===== config.mk =====
export PLATFORM = sky130hd
export DESIGN_NAME = w_wb_arbiter_flat
export DESIGN_NICKNAME = d
export VERILOG_FILES = /design/src/rtl/w_wb_arbiter_pkg.sv /design/src/rtl/w_wb_arbiter_if.sv /design/src/rtl/w_wb_arbiter_fifo.sv /design/src/rtl/w_wb_arbiter.sv /design/src/flat_wrapper.sv
export SDC_FILE = /design/constraint.sdc
export NUM_CORES = 1
export LEC_CHECK = 0
export ABC_CLOCK_PERIOD_IN_PS = 4500
export CAP_MARGIN = 20
export CELL_PAD_IN_SITES_DETAIL_PLACEMENT = 1
export CELL_PAD_IN_SITES_GLOBAL_PLACEMENT = 1
export CORE_MARGIN = 3
export CORE_UTILIZATION = 35
export DETAILED_ROUTE_END_ITERATION = 10
export GPL_ROUTABILITY_DRIVEN = 0
export PLACE_DENSITY = 0.84
export SETUP_SLACK_MARGIN = 0.15
export SLEW_MARGIN = 5
export SYNTH_ARGS = -nofsm -noshare
export SYNTH_HDL_FRONTEND = slang
export SYNTH_SLANG_ARGS = --single-unit
export TNS_END_PERCENT = 50

===== constraint.sdc =====
create_clock -name clk -period 4.5 [get_ports clk]
set_input_delay 0.675 -clock clk [delete_from_list [all_inputs] [get_ports clk]]
set_output_delay 0.675 -clock clk [all_outputs]
set_load 0.02 [all_outputs]

===== src/rtl/w_wb_arbiter_pkg.sv =====
// Shared types and constants for the W-stage writeback arbiter.
package w_wb_arbiter_pkg;

  localparam logic [4:0] REG_ZERO = 5'd0;
  localparam int         A3_W     = 5;

  // a3 sits in the MSBs so the FIFO can expose per-entry tags by slicing the top bits
  typedef struct packed {
    logic [4:0]  a3;
    logic [31:0] wd;
    logic [31:0] pc;
  } wb_entry_t;

  localparam int ENTRY_W = $bits(wb_entry_t);

endpackage


===== src/rtl/w_wb_arbiter_if.sv =====
// Bundle of pipeline, MDU and GRF-side signals of the writeback arbiter.
interface w_wb_arbiter_if #(
  parameter int DEPTH = 2
);
  logic                     m_we;
  logic [4:0]               m_a3;
  logic [31:0]              m_wd;
  logic [31:0]              m_pc;
  logic                     mdu_valid;
  logic                     mdu_ready;
  logic [4:0]               mdu_a3;
  logic [31:0]              mdu_wd;
  logic [31:0]              mdu_pc;
  logic                     grf_we;
  logic [4:0]               grf_a3;
  logic [31:0]              grf_wd;
  logic [31:0]              grf_pc;
  logic [31:0]              pend_mask;
  logic                     stall_req;
  logic [$clog2(DEPTH):0]   fifo_count;

  modport slave (
    input  m_we, m_a3, m_wd, m_pc, mdu_valid, mdu_a3, mdu_wd, mdu_pc,
    output mdu_ready, grf_we, grf_a3, grf_wd, grf_pc, pend_mask, stall_req, fifo_count
  );

  modport master (
    output m_we, m_a3, m_wd, m_pc, mdu_valid, mdu_a3, mdu_wd, mdu_pc,
    input  mdu_ready, grf_we, grf_a3, grf_wd, grf_pc, pend_mask, stall_req, fifo_count
  );
endinterface


===== src/rtl/w_wb_arbiter_fifo.sv =====
// Synchronous FIFO for MDU results; exposes per-slot valid bits and tags
// (top TAG_W bits of each entry) so the parent can build a pending mask.
module wb_fifo #(
  parameter int DEPTH = 2,
  parameter int W     = 69,
  parameter int TAG_W = 5
) (
  input  logic                          clk,
  input  logic                          reset,
  input  logic                          push,
  input  logic                          pop,
  input  logic [W-1:0]                  din,
  output logic [W-1:0]                  head,
  output logic [$clog2(DEPTH):0]        count,
  output logic [DEPTH-1:0]              ent_valid,
  output logic [DEPTH-1:0][TAG_W-1:0]   ent_tag
);
  localparam int PW = $clog2(DEPTH);
  localparam int CW = PW + 1;

  logic [W-1:0]  mem [DEPTH];
  logic [PW-1:0] rd_ptr;
  logic [PW-1:0] wr_ptr;
  logic [CW-1:0] cnt;

  // storage array, written on push; contents need no reset since cnt gates validity
  always_ff @(posedge clk) begin
    if (push) mem[wr_ptr] <= din;
  end

  // pointers and occupancy; pointers wrap naturally because DEPTH is a power of two
  always_ff @(posedge clk) begin
    if (reset) begin
      rd_ptr <= '0;
      wr_ptr <= '0;
      cnt    <= '0;
    end else begin
      if (push) wr_ptr <= wr_ptr + PW'(1);
      if (pop)  rd_ptr <= rd_ptr + PW'(1);
      case ({push, pop})
        2'b10:   cnt <= cnt + CW'(1);
        2'b01:   cnt <= cnt - CW'(1);
        default: cnt <= cnt;
      endcase
    end
  end

  assign head  = mem[rd_ptr];
  assign count = cnt;

  // a slot is live when its distance from the read pointer is below the count
  always_comb begin
    logic [PW-1:0] offs;
    offs      = '0;
    ent_valid = '0;
    ent_tag   = '0;
    for (int i = 0; i < DEPTH; i++) begin
      offs         = PW'(i) - rd_ptr;
      ent_valid[i] = ({1'b0, offs} < cnt);
      ent_tag[i]   = mem[i][W-1 -: TAG_W];
    end
  end

endmodule


===== src/rtl/w_wb_arbiter.sv =====
// W-stage writeback arbiter: pipeline results win, MDU results queue in a FIFO
// and drain in idle slots; a saturating head-age counter requests a stall.
module w_wb_arbiter
  import w_wb_arbiter_pkg::*;
#(
  parameter int DEPTH        = 2,
  parameter int STARVE_LIMIT = 4
) (
  input  logic          clk,
  input  logic          reset,
  w_wb_arbiter_if.slave bus
);
  localparam int CW = $clog2(DEPTH) + 1;
  localparam int AW = $clog2(STARVE_LIMIT + 1);

  logic [CW-1:0]             count;
  wb_entry_t                 head;
  wb_entry_t                 entry_in;
  logic [DEPTH-1:0]          ent_valid;
  logic [DEPTH-1:0][A3_W-1:0] ent_a3;
  logic                      m_req;
  logic                      ready;
  logic                      push;
  logic                      pop;
  logic [AW-1:0]             age;
  logic [AW-1:0]             age_next;
  logic [31:0]               pmask;

  assign m_req    = bus.m_we && (bus.m_a3 != REG_ZERO);
  // ready looks only at the registered count; a slot freed this cycle is not reused until next
  assign ready    = (count < CW'(DEPTH)) && !reset;
  assign push     = bus.mdu_valid && ready && (bus.mdu_a3 != REG_ZERO);
  assign pop      = !m_req && (count != '0);
  assign entry_in = '{a3: bus.mdu_a3, wd: bus.mdu_wd, pc: bus.mdu_pc};

  wb_fifo #(
    .DEPTH (DEPTH),
    .W     (ENTRY_W),
    .TAG_W (A3_W)
  ) u_fifo (
    .clk       (clk),
    .reset     (reset),
    .push      (push),
    .pop       (pop),
    .din       (entry_in),
    .head      (head),
    .count     (count),
    .ent_valid (ent_valid),
    .ent_tag   (ent_a3)
  );

  // output register: pipeline first, then FIFO head, else drop the enable and hold the rest
  always_ff @(posedge clk) begin
    if (reset) begin
      bus.grf_we <= 1'b0;
      bus.grf_a3 <= '0;
      bus.grf_wd <= '0;
      bus.grf_pc <= '0;
    end else if (m_req) begin
      bus.grf_we <= 1'b1;
      bus.grf_a3 <= bus.m_a3;
      bus.grf_wd <= bus.m_wd;
      bus.grf_pc <= bus.m_pc;
    end else if (pop) begin
      bus.grf_we <= 1'b1;
      bus.grf_a3 <= head.a3;
      bus.grf_wd <= head.wd;
      bus.grf_pc <= head.pc;
    end else begin
      bus.grf_we <= 1'b0;
    end
  end

  // next head age: cleared on pop or when empty, otherwise saturating increment
  always_comb begin
    age_next = age;
    if (pop || (count == '0))            age_next = '0;
    else if (age < AW'(STARVE_LIMIT))    age_next = age + AW'(1);
  end

  // age and stall flop together so stall_req always matches age >= STARVE_LIMIT
  always_ff @(posedge clk) begin
    if (reset) begin
      age           <= '0;
      bus.stall_req <= 1'b0;
    end else begin
      age           <= age_next;
      bus.stall_req <= (age_next >= AW'(STARVE_LIMIT));
    end
  end

  // pending-write mask over live FIFO entries; $0 never counts as pending
  always_comb begin
    pmask = '0;
    for (int i = 0; i < DEPTH; i++) begin
      if (ent_valid[i]) pmask[ent_a3[i]] = 1'b1;
    end
    pmask[0] = 1'b0;
  end

  assign bus.pend_mask  = pmask;
  assign bus.fifo_count = count;
  assign bus.mdu_ready  = ready;

endmodule


===== src/flat_wrapper.sv =====
// flat-port wrapper written by rule: the top's interface ports become plain ports
module w_wb_arbiter_flat import w_wb_arbiter_pkg::*;
#(
  parameter int DEPTH        = 2,
  parameter int STARVE_LIMIT = 4
)
  (clk, reset, bus_m_we, bus_m_a3, bus_m_wd, bus_m_pc, bus_mdu_valid, bus_mdu_a3, bus_mdu_wd, bus_mdu_pc, bus_mdu_ready, bus_grf_we, bus_grf_a3, bus_grf_wd, bus_grf_pc, bus_pend_mask, bus_stall_req, bus_fifo_count);
  w_wb_arbiter_if #(.DEPTH(DEPTH)) bus_i ();
  input  logic clk;
  input  logic reset;
  input wire logic [$bits(bus_i.m_we)-1:0] bus_m_we;
  input wire logic [$bits(bus_i.m_a3)-1:0] bus_m_a3;
  input wire logic [$bits(bus_i.m_wd)-1:0] bus_m_wd;
  input wire logic [$bits(bus_i.m_pc)-1:0] bus_m_pc;
  input wire logic [$bits(bus_i.mdu_valid)-1:0] bus_mdu_valid;
  input wire logic [$bits(bus_i.mdu_a3)-1:0] bus_mdu_a3;
  input wire logic [$bits(bus_i.mdu_wd)-1:0] bus_mdu_wd;
  input wire logic [$bits(bus_i.mdu_pc)-1:0] bus_mdu_pc;
  output wire logic [$bits(bus_i.mdu_ready)-1:0] bus_mdu_ready;
  output wire logic [$bits(bus_i.grf_we)-1:0] bus_grf_we;
  output wire logic [$bits(bus_i.grf_a3)-1:0] bus_grf_a3;
  output wire logic [$bits(bus_i.grf_wd)-1:0] bus_grf_wd;
  output wire logic [$bits(bus_i.grf_pc)-1:0] bus_grf_pc;
  output wire logic [$bits(bus_i.pend_mask)-1:0] bus_pend_mask;
  output wire logic [$bits(bus_i.stall_req)-1:0] bus_stall_req;
  output wire logic [$bits(bus_i.fifo_count)-1:0] bus_fifo_count;
  assign bus_i.m_we = bus_m_we;
  assign bus_i.m_a3 = bus_m_a3;
  assign bus_i.m_wd = bus_m_wd;
  assign bus_i.m_pc = bus_m_pc;
  assign bus_i.mdu_valid = bus_mdu_valid;
  assign bus_i.mdu_a3 = bus_mdu_a3;
  assign bus_i.mdu_wd = bus_mdu_wd;
  assign bus_i.mdu_pc = bus_mdu_pc;
  assign bus_mdu_ready = bus_i.mdu_ready;
  assign bus_grf_we = bus_i.grf_we;
  assign bus_grf_a3 = bus_i.grf_a3;
  assign bus_grf_wd = bus_i.grf_wd;
  assign bus_grf_pc = bus_i.grf_pc;
  assign bus_pend_mask = bus_i.pend_mask;
  assign bus_stall_req = bus_i.stall_req;
  assign bus_fifo_count = bus_i.fifo_count;
  w_wb_arbiter #(.DEPTH(DEPTH), .STARVE_LIMIT(STARVE_LIMIT)) u_core (.clk(clk), .reset(reset), .bus(bus_i));
endmodule

==> flow_summary_export.csv, run 1 <==
group,metric,value,unit
cells_and_area,syn_to_final_growth,37.3,%
detailed_routing,vias,6844,
cells_and_area,drive_above_1_share,6.99,%
synth,ys_seq_elements,216,
cts,clock_latency,510,ps
detailed_routing,route.antenna.remaining_nets,0,
grt,grt_pass1_vias,7384,
detailed_routing,drc,0,
synth,synth_commonest_cells,"edfxtp_1, mux2i_1, dfxtp_1",
timing,setup_viol_count_final,0,
cts,cts_buffer_depth,3,
worst_hold_path,hold_end,"u_core.u_fifo.wr_ptr",
grt,grt_antenna_before_repair,5,
synth,synth_area,0.00938,mm²
timing,worst_clock_skew,14.5,ps
floorplanning,core-area,0.0262,mm²
cts,post-cts-setup-buffers,0,
critical_path,ff2ff_setup_slack,1440,ps
grt,gr-total-overflow,0,
power,ir_drop,0.293,mV
synth,synthDominantCellAreaShare,44.2,%
timing,period_share,82.1,%
critical_path,cp-end-kind,"output port",
detailed_routing,drtPass1Iterations,4,
cts,cts_resized,0,
cells_and_area,final_area,0.0129,mm²
synth,yosys-top-cells-area,"edfxtp_1, dfxtp_1, mux2i_1",
place,post-place-ws,1080,ps
power,leakagePower,4.50,nW
cells_and_area,layout.nets,1084,
synth,synthCells,721,
cells_and_area,final_core_util,49.1,%
critical_path,r2r_cells,6,
synth,synth_edf_count,138,
cts,htreeDepth,1,
status,outcome,"complete, no violations",
detailed_routing,wl_per_cell,21.1,µm
timing,setup_tns,0,ps
timing,rsz0062_at_grt,"no",
synth,yosysUniqueCellTypes,41,
critical_path,r2r_start,"u_core.u_fifo.count[0]",
detailed_routing,drt_wl_total,27400,µm
critical_path,path_class,"reg2out",
worst_hold_path,min_from,"u_core.u_fifo.wr_ptr",
synth,seq_area_frac_synth,60.8,%
floorplanning,start_util,35.8,%
critical_path,regToRegEndpoint,"u_core.u_fifo.count[1]",
floorplanning,die_y,170,µm
synth,avgSynthCellArea,13.0,µm²
worst_hold_path,hp-class,"reg2reg",
timing,finalMaxSlewViolations,0,
synth,syn_nets,865,
timing,period_needed,3690,ps
cts,cts.sinks,216,
cts,cts_root_buf,"clkbuf_16",
synth,synthFlopType,"edfxtp_1",
detailed_routing,viasPerCell,5.28,
synth,synth.most_common_cell,"edfxtp_1",
floorplanning,rows,59,
grt,grt_start_max_net_pins,103,
critical_path,cp-start-kind,"flop",
cts,cts_buffers,24,
critical_path,crit_fanout,77,
cts,path_clk_slew,60,ps
place,place.port_buffers,246,
timing,tightest_slew,1010,ps
timing,setup_slack,808,ps
floorplanning,fp.dieArea,0.0288,mm²
timing,max_freq,271,MHz
grt,grt_usage,18.2,%
cells_and_area,nFillCells,2652,
worst_hold_path,min_path_cells,1,
timing,hold_viol_final,0,
synth,synth_warnings,0,
floorplanning,io_pins,248,
place,hpwl,18700,µm
critical_path,crit_required,3830,ps
synth,async_flop_share,0,%
grt,grt_pass1_wl,41700,µm
critical_path,cp_data_arrival_time,3020,ps
detailed_routing,first_iter_violations,367,
cts,hold_buffers,0,
synth,synth_top_cell_by_area,"edfxtp_1",
cts,cts_tree,"built",
power,power_per_cell_area,538,mW/mm²
job,max_cap_violations,0,
place,place_area,0.0121,mm²
timing,maxSlewHeadroom,32.8,%
floorplanning,die_w,170,µm
## per-layer routing
layer,vias to the layer above,wire (µm),GRT usage [%]
li1,3195,-,-
met1,3404,11000,21.9
met2,205,14300,33.2
met3,38,1480,3.33
met4,2,591,5.09
met5,-,13,0
## state kept, by name (all words and copies together), names as in the netlist, named ones only
register and flops:
u_core.u_fifo.rd_ptr 1, u_core.bus.grf_we 1, u_core.bus.grf_pc 32, u_core.u_fifo.count 2, u_core.bus.grf_wd 32, u_core.bus.grf_a3 5, u_core.u_fifo.wr_ptr 1, u_core.age 3
u_core.u_fifo.mem 138
## final cells by class
cell class                 instances  area [µm²]  area share, %
clock buffer                      27         643           4.99
clock inverter                    17         144           1.12
antenna                            4        10.0         0.0777
sequential                       216        5710           44.4
inverter                           3        11.3         0.0874
multi-input combinational        440        3410           26.5
tap                              335         419           3.25
timing repair buffer             255        2530           19.6
## placed cells by master, fill, tap and decap left out, types with 4 or more instances in the layout
cell,n
or3b_2,5
o211ai_1,5
clkinv_2,8
clkbuf_16,25
a211o_1,64
nor2_1,11
edfxtp_1,138
o22ai_1,31
o41ai_2,4
clkdlybuf4s50_1,245
clkinv_1,5
mux2i_1,129
dfxtp_1,75
diode_2,4
buf_4,10
nor2b_1,6
nor3_1,64
nand3b_1,11
nand2b_1,64
nand2_1,6
## worst max-delay path by stage
stage	from	end	slack, ps	cells past startpoint
CTS	u_core.u_fifo.count[1]	bus_pend_mask[28]	740	4
floorplan	reset	u_core.u_fifo.mem[0][0]	-310	4
finish	u_core.u_fifo.count[1]	bus_pend_mask[28]	810	4
global placement	bus_mdu_a3[0]	u_core.u_fifo.mem[1][65]	1160	5
global route	u_core.u_fifo.count[1]	bus_pend_mask[28]	620	4
detailed placement	bus_mdu_a3[1]	u_core.u_fifo.mem[1][54]	1080	5
## metrics by stage
step | std cells | hold WS, ps | total power (W)
floorplan | 721 | 426 | 0.00411
global placement | 1249 | 479 | 0.00495
detailed placement | 1249 | 487 | 0.00504
CTS | 1293 | 502 | 0.00701
global route | 1297 | 546 | 0.00729
finish | 1297 | 500 | 0.00693
## logic make-up (layout without fill, tap and decap cells)
| group | count (synthesis) | in the layout | share of synthesized area [%] |
|---|---|---|---|
| flip-flops | 216 | 216 | 60.8 |
| AND/OR/NAND/NOR | 181 | 181 | 11.0 |
| multiplexers | 131 | 131 | 14.0 |
| AO/OA/AOI/OAI | 122 | 122 | 10.6 |
| buffers and inverters | 65 | 302 | 3.01 |
| XOR/XNOR | 3 | 3 | 0.280 |
| adder cells (fa/ha/maj) | 2 | 2 | 0.267 |
| other | 1 | 5 | 0.0400 |
## report_power, final
group / switching, W / internal, W
registers: 0.000331 / 0.00241
logic: 0.00118 / 0.00106
clock network: 0.000799 / 0.00114
## critical path, cell delays in order, from the launching register on
cell             delay (ps)
dfxtp_4                 970
a21o_1                  200
or3b_2                  550
o22ai_1                 160
clkdlybuf4s50_1         630
Power figures use the tool's default switching activity.
==> run 2: changes to the inputs <==
Settings changed: ABC_CLOCK_PERIOD_IN_PS 4500 to 3800, CORE_UTILIZATION 35 to 39, PLACE_DENSITY 0.84 to 0.89.
Clock period 4.5 ns to 3.8 ns, I/O delays scaled along.
==> run 2 against run 1 <==
Net effect: worst setup slack worse by 320 ps; critical endpoint is now bus_pend_mask[4]; largest cell class unchanged; first-iteration DRC count up 33%; routed wire length rose by 1.9%; critical path depth unchanged; clock power grew 23%; clock skew decreased by 3.3 ps; power rose by 21%; sequential power up 17%; design area up 0.44%.
==> flow_summary_export.csv, run 2 (synthesis results as in run 1) <==
group,metric,value,unit
detailed_routing,viasPerCell,5.42,
cells_and_area,regArea,0.00572,mm²
cells_and_area,final_common_cell,"clkdlybuf4s50_1",
floorplanning,die_y,161,µm
cts,cts.sinks,216,
worst_hold_path,hp-class,"reg2reg",
cells_and_area,reg.largest.list,"u_core.u_fifo.mem (138), u_core.bus.grf_pc (32), u_core.bus.grf_wd (32)",
critical_path,crit_required,3230,ps
cells_and_area,antennaDiodeCount,0,
timing,hold_viol_final,0,
power,power_per_cell_area,647,mW/mm²
cells_and_area,syn_to_final_growth,37.9,%
floorplanning,fp.dieArea,0.0260,mm²
detailed_routing,first_iter_violations,487,
floorplanning,io_pins,248,
place,hpwl,18600,µm
cells_and_area,largest-register,"u_core.u_fifo.mem",
place,placed_cells,1238,
timing,period_needed,3320,ps
cts,post-cts-setup-buffers,0,
cells_and_area,multi_input_area,0.00341,mm²
status,outcome,"complete, no violations",
cts,cts_buffer_depth,3,
timing,holdWs,512,ps
cells_and_area,layout.nets,1088,
detailed_routing,met1_length,11200,µm
place,post-place-ws,715,ps
grt,grt_pass1_vias,7566,
detailed_routing,drc,0,
grt,grt_antenna_before_repair,1,
grt,gr-total-overflow,0,
cts,cts_tree,"built",
cells_and_area,largest_reg_flops,138,
grt,grt_start_max_net_pins,62,
timing,max_freq,302,MHz
floorplanning,core-area,0.0235,mm²
cts,cts_root_buf,"clkbuf_16",
grt,grt_pass1_wl,43000,µm
cts,clock_latency,510,ps
cts,hold_buffers,0,
power,leakagePower,4.53,nW
grt,grt_usage,20.9,%
power,ir_drop,0.452,mV
critical_path,path_class,"reg2out",
cells_and_area,final_cell_mix,"clkdlybuf4s50_1, edfxtp_1, mux2i_1",
detailed_routing,drtPass1Iterations,5,
cts,cts_buffers,23,
cts,path_clk_slew,60,ps
floorplanning,rows,56,
job,max_cap_violations,0,
cts,htreeDepth,1,
timing,tightest_slew,980,ps
timing,setup_slack,483,ps
timing,period_share,87.3,%
floorplanning,die_w,161,µm
cells_and_area,final_area,0.0129,mm²
cells_and_area,nFillCells,2377,
critical_path,crit_fanout,39,
timing,setup_viol_count_final,0,
detailed_routing,route.antenna.remaining_nets,0,
detailed_routing,wl_met2,14300,µm
detailed_routing,drt_wl_total,27900,µm
cells_and_area,drive_above_1_share,6.98,%
detailed_routing,wl_per_cell,21.8,µm
critical_path,cp-end-kind,"output port",
place,place.port_buffers,246,
detailed_routing,dr_wl_met3,1560,µm
place,place_area,0.0121,mm²
timing,rsz0062_at_grt,"no",
timing,maxSlewHeadroom,34.7,%
timing,finalMaxSlewViolations,0,
detailed_routing,maxUsedRoutingLayer,"met5",
floorplanning,start_util,39.9,%
cells_and_area,fin_cells,1279,
critical_path,cp_data_arrival_time,2750,ps
timing,worst_clock_skew,11.2,ps
cts,cts_resized,0,
critical_path,cp-start-kind,"flop",
detailed_routing,vias,6931,
run 2: power breakdown:
group          switching [W]  total [W]  internal [W]
combinational        0.00149    0.00277       0.00128
sequential          0.000353    0.00321       0.00286
clock               0.000903    0.00239       0.00149
run 2: stage by stage:
stage / total power [W] / util, % / TNS [ps]
final: 0.00837 / 54.9 / 0
after global routing: 0.00880 / 54.9 / 0
after CTS: 0.00847 / 54.9 / 0
after detailed placement: 0.00601 / 51.5 / 0
after global placement: 0.00588 / 51.5 / 0
after floorplan: 0.00487 / - / -137750
run 2: per-layer routing:
metal / GRT usage, % / vias up
li1: - / 3200
met1: 25.0 / 3433
met2: 37.8 / 239
met3: 3.80 / 57
met4: 7.31 / 2
met5: 0 / -
run 2: layout make-up:
type / instances / share of cell area [%]
tap: 319 / 3.09
clock buffer: 35 / 5.19
sequential: 216 / 44.2
timing repair buffer: 260 / 20.0
inverter: 3 / 0.0870
multi-input combinational: 440 / 26.4
clock inverter: 6 / 1.03
run 2: critical path: stages, from the launching register on:
cell,delay (ps)
dfxtp_4,670
a21o_1,190
or3b_2,560
o22ai_1,180
clkdlybuf4s50_1,640
run 2: path summary, 6_finish.rpt:
check	startpoint	endpoint	slack, ps	depth (start not counted)
max	u_core.u_fifo.count[1]	bus_pend_mask[4]	480	4
min	u_core.u_fifo.wr_ptr	u_core.u_fifo.wr_ptr	510	1
max reg2reg	u_core.u_fifo.count[1]	u_core.bus.grf_a3[3]	1230	5
min reg2reg	u_core.u_fifo.wr_ptr	u_core.u_fifo.wr_ptr	510	1
==> run 3: changes to the inputs <==
Settings changed: PLACE_DENSITY 0.89 to default, PLACE_DENSITY_LB_ADDON from default to 0.1.
==> run 3 against run 2 <==
Net effect: flip-flop and latch count unchanged; first-iteration DRC count decreased by 43%; clock-buffer cell count decreased by 2; combinational power about the same; critical endpoint is now bus_pend_mask[28]; sequential share of layout area increased by 0.44 points; die area unchanged; power decreased by 4.3%; fmax increased by 1.7%; via count decreased by 1.3%; largest cell class unchanged; sequential power decreased by 2%; worst hold slack got worse by 9.7 ps; register-to-register slack got worse by 200 ps.
==> flow_summary_export.csv, run 3 (synthesis results as in run 1) <==
group,metric,value,unit
status,outcome,"complete, no violations",
power,power_frac_seq,39.1,%
cts,post-cts-setup-buffers,0,
timing,finalMaxSlewViolations,0,
worst_hold_path,hp-class,"reg2reg",
critical_path,ff2ff_setup_slack,1030,ps
cells_and_area,final_core_util,54.4,%
job,max_cap_violations,0,
grt,gr-total-overflow,0,
grt,grt_usage,19.3,%
critical_path,path_cells,"a21o_1 > or3b_2 > o22ai_1 > clkdlybuf4s50_1",
cts,path_clk_slew,60,ps
timing,maxSlewHeadroom,36.9,%
power,intPower,0.00536,W
grt,grt_start_max_net_pins,99,
grt,grt_antenna_before_repair,5,
place,hpwl,17700,µm
power,combPwrFrac,34.3,%
cells_and_area,multi_input_area,0.00341,mm²
critical_path,crit_required,3230,ps
cts,cts_buffer_depth,3,
detailed_routing,wl_per_cell,20.3,µm
cells_and_area,layout.nets,1086,
detailed_routing,viasPerCell,5.36,
timing,setup_viol_count_final,0,
timing,holdWs,503,ps
critical_path,crit_fanout,36,
detailed_routing,drt_wl_total,25900,µm
floorplanning,die_y,161,µm
critical_path,path_class,"reg2out",
grt,grt_pass1_wl,40200,µm
cts,clock_latency,510,ps
timing,rsz0062_at_grt,"no",
detailed_routing,route.antenna.remaining_nets,0,
critical_path,cp_data_arrival_time,2690,ps
grt,met3_usage,4.26,%
power,switching_share,33.1,%
cts,cts_tree,"built",
cts,cts.sinks,216,
critical_path,max_stage_delay,630,ps
cts,hold_buffers,0,
cells_and_area,nFillCells,2398,
timing,max_freq,307,MHz
critical_path,regToRegEndpoint,"u_core.u_fifo.count[1]",
detailed_routing,first_iter_violations,278,
detailed_routing,drtPass1Iterations,4,
timing,worst_clock_skew,24.4,ps
floorplanning,io_pins,248,
power,ir_drop,0.326,mV
timing,tightest_slew,946,ps
cts,cts_root_buf,"clkbuf_16",
timing,setup_slack,538,ps
timing,hold_viol_final,0,
place,place.port_buffers,246,
floorplanning,core-area,0.0235,mm²
cells_and_area,final_cell_mix,"clkdlybuf4s50_1, edfxtp_1, mux2i_1",
grt,met2_usage,33.8,%
cells_and_area,largest_reg_flops,138,
floorplanning,fp.dieArea,0.0260,mm²
grt,gr-max-usage-layer,"met2",
detailed_routing,drc,0,
cells_and_area,reg.largest.list,"u_core.u_fifo.mem (138), u_core.bus.grf_pc (32), u_core.bus.grf_wd (32)",
cells_and_area,regArea,0.00571,mm²
grt,use_met1,24.8,%
power,p_sw,0.00265,W
critical_path,crit_end,"bus_pend_mask[28]",
detailed_routing,vias,6844,
cts,cts_buffers,23,
floorplanning,die_w,161,µm
critical_path,cp-end-kind,"output port",
place,post-place-ws,691,ps
power,clkPwrFrac,26.6,%
cells_and_area,final_common_cell,"clkdlybuf4s50_1",
power,power_per_cell_area,626,mW/mm²
cells_and_area,syn_to_final_growth,36.4,%
critical_path,crit_path_start,"u_core.u_fifo.count[1]",
grt,grt_pass1_vias,7337,
cts,htreeDepth,1,
power,leakagePower,4.47,nW
critical_path,r2r_start,"u_core.u_fifo.count[0]",
floorplanning,start_util,39.9,%
cells_and_area,largest-register,"u_core.u_fifo.mem",
power,power,0.00801,W
timing,period_share,85.8,%
critical_path,cp-start-kind,"flop",
worst_hold_path,min_path_cells,1,
cts,cts_resized,0,
timing,period_needed,3260,ps
critical_path,r2r_cells,6,
cells_and_area,drive_above_1_share,6.68,%
critical_path,cpMaxStageDelayCell,"clkdlybuf4s50_1",
floorplanning,rows,56,
[run 3: changes by cell type in the layout (fill, tap and decap cells not counted), sizes merged]
cell / change
clkinv: +3
clkbuf: -2
diode: +1
clkinvlp: +2
buf: -2
bufinv: -3
[run 3: worst min path at each step]
stage                                 to                 start  slack, ps
finish              u_core.u_fifo.wr_ptr  u_core.u_fifo.wr_ptr        500
global route        u_core.u_fifo.wr_ptr  u_core.u_fifo.wr_ptr        520
floorplan           u_core.u_fifo.wr_ptr  u_core.u_fifo.wr_ptr        430
CTS                 u_core.u_fifo.wr_ptr  u_core.u_fifo.wr_ptr        510
detailed placement  u_core.u_fifo.wr_ptr  u_core.u_fifo.wr_ptr        490
global placement    u_core.u_fifo.wr_ptr  u_core.u_fifo.wr_ptr        480
[run 3: power groups by stage]
| stage | clock network [W] | registers, W | logic, W |
|---|---|---|---|
| after floorplan | 0 | 0.00330 | 0.00157 |
| after global placement | 0 | 0.00317 | 0.00268 |
| after detailed placement | 0 | 0.00319 | 0.00277 |
| after CTS | 0.00218 | 0.00314 | 0.00279 |
| after global routing | 0.00228 | 0.00319 | 0.00298 |
| final | 0.00213 | 0.00314 | 0.00275 |
[run 3: per-layer routing]
metal  share of wire, %  vias up
met1                 43     3386
met2                 49      218
met4                1.3        8
li1                   -     3194
met3                5.8       38
met5               0.16        -
[run 3: area by class of cell]
cell class,count,area share (%)
inverter,3,0.0880
tap,319,3.12
sequential,216,44.6
clock inverter,8,0.557
multi-input combinational,440,26.6
clock buffer,33,5.02
antenna,1,0.0195
timing repair buffer,258,19.9
[run 3: worst max-delay path: cells and delay by family, from the launching register on]
family	cells	cell delay, ps
buffers and inverters	1	630
DFF	1	610
and+or+nand+nor	1	570
AOI/OAI and AO/OA	2	380
[run 3: through the flow]
stage | setup TNS [ps] | instance area, µm² | std cells
after floorplan | -137750 | 9380 | 721
after global placement | 0 | 12100 | 1236
after detailed placement | 0 | 12100 | 1236
after CTS | 0 | 12800 | 1277
after global routing | 0 | 12800 | 1278
final | 0 | 12800 | 1278
